[src/rtl/seq_ctrl.sv]
// Instruction sequencer: loads the instruction BRAM over port A, then walks
// port B from 0 to a captured end address and flags when each word is valid.
`timescale 1ns/1ps
module seq_ctrl #(
    parameter int INS_ADDR_WIDTH = 8,
    parameter int INS_WIDTH      = 64,
    parameter int RD_LAT         = 1
) (
    input  logic                      clk,
    input  logic                      rstn,
    input  logic                      start,
    input  logic [INS_ADDR_WIDTH-1:0] end_addr,
    input  logic                      stall,
    input  logic                      abort,
    input  logic                      load_valid,
    input  logic [INS_ADDR_WIDTH-1:0] load_addr,
    input  logic [INS_WIDTH-1:0]      load_data,
    output logic                      load_ready,
    output logic                      wea,
    output logic [INS_ADDR_WIDTH-1:0] addra,
    output logic [INS_WIDTH-1:0]      dina,
    output logic [INS_ADDR_WIDTH-1:0] pc,
    output logic                      ins_valid,
    output logic                      busy,
    output logic                      done
);

    localparam logic [1:0] S_IDLE  = 2'd0;
    localparam logic [1:0] S_RUN   = 2'd1;
    localparam logic [1:0] S_DRAIN = 2'd2;
    localparam logic [1:0] S_DONE  = 2'd3;

    logic [1:0]                r_state;
    logic [INS_ADDR_WIDTH-1:0] r_pc;
    logic [INS_ADDR_WIDTH-1:0] r_end;
    logic [RD_LAT-1:0]         r_vld_pipe;
    logic                      w_load;
    logic                      w_start;
    logic                      w_issue;
    logic                      w_abort;

    // load_ready is gated by rstn so every output reads zero while in reset
    assign load_ready = rstn && (r_state == S_IDLE);
    assign w_load     = load_valid && load_ready;
    assign w_start    = (r_state == S_IDLE) && start && !load_valid;
    assign w_abort    = abort && ((r_state == S_RUN) || (r_state == S_DRAIN));
    assign w_issue    = (r_state == S_RUN) && !stall && !abort;

    always_ff @(posedge clk or negedge rstn) begin
        if (!rstn) begin
            wea   <= 1'b0;
            addra <= '0;
            dina  <= '0;
        end else begin
            wea <= w_load;
            if (w_load) begin
                addra <= load_addr;
                dina  <= load_data;
            end
        end
    end

    always_ff @(posedge clk or negedge rstn) begin
        if (!rstn) begin
            r_state <= S_IDLE;
            r_pc    <= '0;
            r_end   <= '0;
        end else begin
            case (r_state)
                S_IDLE: begin
                    if (w_start) begin
                        r_end   <= end_addr;
                        r_pc    <= '0;
                        r_state <= S_RUN;
                    end
                end
                S_RUN: begin
                    if (abort) begin
                        r_pc    <= '0;
                        r_state <= S_IDLE;
                    end else if (!stall) begin
                        // last address is held rather than incremented, so pc never wraps
                        if (r_pc == r_end) r_state <= S_DRAIN;
                        else               r_pc    <= r_pc + 1'b1;
                    end
                end
                S_DRAIN: begin
                    if (abort) begin
                        r_pc    <= '0;
                        r_state <= S_IDLE;
                    end else if (r_vld_pipe == '0) begin
                        r_state <= S_DONE;
                    end
                end
                S_DONE:  r_state <= S_IDLE;
                default: r_state <= S_IDLE;
            endcase
        end
    end

    // Issue bit travels alongside the BRAM read so ins_valid lines up with doutb
    generate
        if (RD_LAT == 1) begin : g_pipe1
            always_ff @(posedge clk or negedge rstn) begin
                if (!rstn)        r_vld_pipe <= '0;
                else if (w_abort) r_vld_pipe <= '0;
                else              r_vld_pipe <= w_issue;
            end
        end else begin : g_pipeN
            always_ff @(posedge clk or negedge rstn) begin
                if (!rstn)        r_vld_pipe <= '0;
                else if (w_abort) r_vld_pipe <= '0;
                else              r_vld_pipe <= {r_vld_pipe[RD_LAT-2:0], w_issue};
            end
        end
    endgenerate

    assign pc        = r_pc;
    assign ins_valid = r_vld_pipe[RD_LAT-1];
    assign busy      = (r_state == S_RUN) || (r_state == S_DRAIN);
    assign done      = (r_state == S_DONE);

endmodule

[config.mk]
export PLATFORM = sky130hd
export DESIGN_NAME = seq_ctrl
export DESIGN_NICKNAME = d
export VERILOG_FILES = /design/src/rtl/seq_ctrl.sv
export SDC_FILE = /design/constraint.sdc
export NUM_CORES = 1
export LEC_CHECK = 0
export CAP_MARGIN = 10
export CORE_MARGIN = 5
export CORE_UTILIZATION = 45
export DETAILED_ROUTE_END_ITERATION = 10
export GPL_ROUTABILITY_DRIVEN = 0
export PLACE_DENSITY = 0.85
export SLEW_MARGIN = 20
export SYNTH_ARGS = -nofsm -noshare
export SYNTH_HDL_FRONTEND = slang
export SYNTH_SLANG_ARGS = --single-unit
[constraint.sdc]
create_clock -name clk -period 3.7 [get_ports clk]
set_input_delay 0.74 -clock clk [delete_from_list [all_inputs] [get_ports clk]]
set_output_delay 0.74 -clock clk [all_outputs]
set_load 0.01 [all_outputs]
==> metrics.md <==
| Metric | Value |
|---|---|
| Outcome | `complete, no violations` |
| Setup CP Type | `reg2out` |
| Min cycle time layout | `2542 ps` |
| Vias in the first global route | `2760` |
| Yosys warns | `0` |
| CTS tree | `yes` |
| Vias | `~2700` |
| Simple-gate share of the synthesized area | `under 10%` |
| Total grt overflow | `0` |
| Setup violators final | `0` |
| Skew final | `9.241 ps` |
| Cell Chain, Critical Path | `inv_1, ha_1, and2_1, clkdlybuf4s50_1` |
| Sw Pwr | `1.383 mW` |
| EDFF count, synth | `0` |
| CTS buffer count | `9` |
| Synth Area in Compound Gates | `approximately 4.2%` |
| Rel. slew slack | `41.70%` |
| Post-DR wirelength/cell | `around 17 um` |
| Max Slew Vio Count | `0` |
| Root Driver | `clkbuf_8` |
| Combinational Power Share | `46.4%` |
| Fin. Hold Viols | `0` |
| Worst Path Required | `~3000 ps` |
| Worst hold path class | `in2async` |
| Worst-path maximum fanout | `4` |
| Worst-Skew Late Latency | `350 ps` |
| Adder-Cell Fraction of Synth Area | `1.963%` |
| Syn Nets | `354` |
| Bufs and invs on worst path | `2` |
| Worst-margin pin slew | `874.5 ps` |
| Cts hold-fix bufs | `0` |
| Synth top area cells | `dfrtp_1 (60%), mux2_2 (24%), ha_1 (2.0%)` |
| Leakage | `roughly 2.4 nW` |
| CP Capture Type | `primary output` |
| Yosys top cell area share | `approximately 60%` |
| Global-route wire length before repair | `14.11 mm` |
| Share of cells above drive strength 1 | `24.32%` |
| Initial antenna violation count | `0` |
| DRC Markers | `0` |
| Initial core utilization | `~46%` |
| Detail Route Antenna Nets | `0` |
| CP top delay family | `buffers and inverters` |
| Mapped cell area | `approximately 3800 um^2` |
| CTS resizes | `0` |
| Setup crit start kind | `register` |
| Clock power frac | `14.2%` |
| Post-CTS Setup Bufs | `0` |
| XOR/XNOR Fraction of Synth Area | `2.029%` |
| Most frequent cell after synthesis | `dfrtp_1` |
| Peak supply drop | `0.0003184 V` |
| Fin cells | `545` |
| Final core utilization | `approximately 70%` |
| Storage element area | `around 2300 um^2` |
| Total power | `4.399 mW` |
| Power Internal | `roughly 3.0 mW` |
| Final #Nets | `527` |
| Area delta synth->final | `51.80%` |
| Min Hold Slack | `around 270 ps` |
| Mux cell area share after synthesis | `between 20% and 30%` |
| Rows | `33` |
| Final HPWL DP | `between 7 and 8 mm` |
| Max capacitance violation total | `0` |
| Core area | `8258 um^2` |
| Synth cell types | `31` |
| Syn Inst Count | `262` |
| Post-synthesis sequential area ratio | `60.21%` |
| # IOs | `~170` |
| Dpl cells | `529` |
| Die Wd | `around 100 um` |
| # clock sinks | `92` |
| Die footprint | `10440 um^2` |
| Largest net degree at the start of global routing | `74` |
| Vias per cell | `4.980` |
| Main combinational cell family by area after synthesis | `multiplexers` |
| Switch share | `a little under a third` |
| Setup TNS | `0 ps` |
| Fmax | `393.4 MHz` |
| ANT cells | `0` |
| Synth Register Bits | `92` |
| Synth area leader | `dfrtp_1` |
| Synth async-reset ratio | `100.0%` |
| Main synth FF type | `dfrtp_1` |
| Drt total wl | `about 9.2 mm` |
| Crit share post-route | `68.70%` |
| Worst path slowest cell | `clkdlybuf4s50_1` |
| Slowest stage delay, CP | `530 ps` |
| Seq pwr share | `39.4%` |
| Syn Area/Cell | `14.59 um^2` |
| Commonest cells post-synth | `dfrtp_1 (92), mux2_2 (81), nand2_1 (13)` |
| IO buf count | `between 150 and 200` |
| Power Density | `757.8 nW/um^2` |
| GRT Util Overall | `17.73%` |
| H-tree depth | `3` |
| Area of the multi-input gates | `1445 um^2` |
| Clock buffer depth | `2` |
| Die Ht | `102.2 um` |
| RSZ-0062 raised after global routing | `false` |
| Clock Pin Slew Worst Setup and Hold Paths | `90 ps` |
| Initial DRC count | `46` |
| CP arrival | `1800 ps` |
| Pre-Repair DR Iteration Count | `4` |
| FILL cells | `605` |
worst paths after layout:
check                                       startpoint                    to  slack (ps)  cells past startpoint
worst max-delay path            r_state[0]$_DFFE_PN0P_            load_ready        1160                      4
worst min-delay path                              rstn   dina[8]$_DFFE_PN0P_         270                      1
worst max register to register  r_state[0]$_DFFE_PN0P_  dina[12]$_DFFE_PN0P_        1820                      5
worst min register to register    dina[42]$_DFFE_PN0P_  dina[42]$_DFFE_PN0P_         510                      1
max in group asynchronous                         rstn  dina[11]$_DFFE_PN0P_        2270                      2
min in group clk                  dina[42]$_DFFE_PN0P_  dina[42]$_DFFE_PN0P_         510                      1
through the flow:
stage,cell area [um^2],worst slack (ps)
floorplan,3824,1978
CTS,5804,1127
detailed placement,5620,1223
finish,5804,1158
global route,5804,1029
global placement,5620,1213
registers in the layout, indices dropped and copies added (netlist names):
register and flops:
r_state 2, wea 1, pc 8, addra 8, ins_valid 1, dina 64
r_end 8
power groups by stage:
| stage | Combinational (mW) | Clock (mW) | Sequential [mW] |
|---|---|---|---|
| global route | 2.18 | 0.691 | 1.80 |
| CTS | 2.08 | 0.643 | 1.74 |
| detailed placement | 2.08 | 0 | 1.76 |
| finish | 2.04 | 0.623 | 1.73 |
| floorplan | 0.746 | 0 | 1.92 |
| global placement | 2.03 | 0 | 1.73 |
cell families after synthesis:
group                    after synthesis
AO/OA/AOI/OAI                         21
XOR/XNOR                               8
adder cells (fa/ha/maj)                6
buffers and inverters                 14
flip-flops                            92
multiplexers                          82
AND/OR/NAND/NOR                       39
cell type report:
cell class	count	share of cell area [%]
Multi-Input combinational cell	156	24.90
Clock buffer	10	2.371
Clock inverter	6	0.7976
Sequential cell	92	39.66
Inverter	4	0.2587
Tap cell	105	2.263
Timing Repair Buffer	172	29.75
layer usage:
layer  global-route usage, %  up-vias  wire length, um
li1                        -     1276                -
met1                   21.66     1312             3633
met2                   30.28      113             4640
met3                   4.573       13              814
met4                   6.660        0              135
met5                       0        -                0
cell usage in the layout (no fill, tap or decap), types with 2 or more instances in the layout:
master           count
a21oi_1              5
and2_1               2
buf_4                2
clkbuf_8            10
clkdlybuf4s50_1    169
clkinvlp_4           2
dfrtp_1             92
ha_1                 6
inv_1                4
inv_6                2
mux2_2              81
nand2_1             13
nand2b_1             2
nand4_1              3
nand4_2              2
nor2_1               5
nor2b_1              2
nor3_1               5
o21ai_0              8
xnor2_1              7
worst reg2reg max path: cells and delay by family (launching register included):
family / cells / cell delay [ps]
multiplexers: 1 / 450
adder cells (fa/ha/maj): 1 / 230
AND/OR/NAND/NOR: 1 / 220
flip-flops: 1 / 420
buffers and inverters: 2 / 440
No activity file was read; power rests on OpenSTA's default activity.
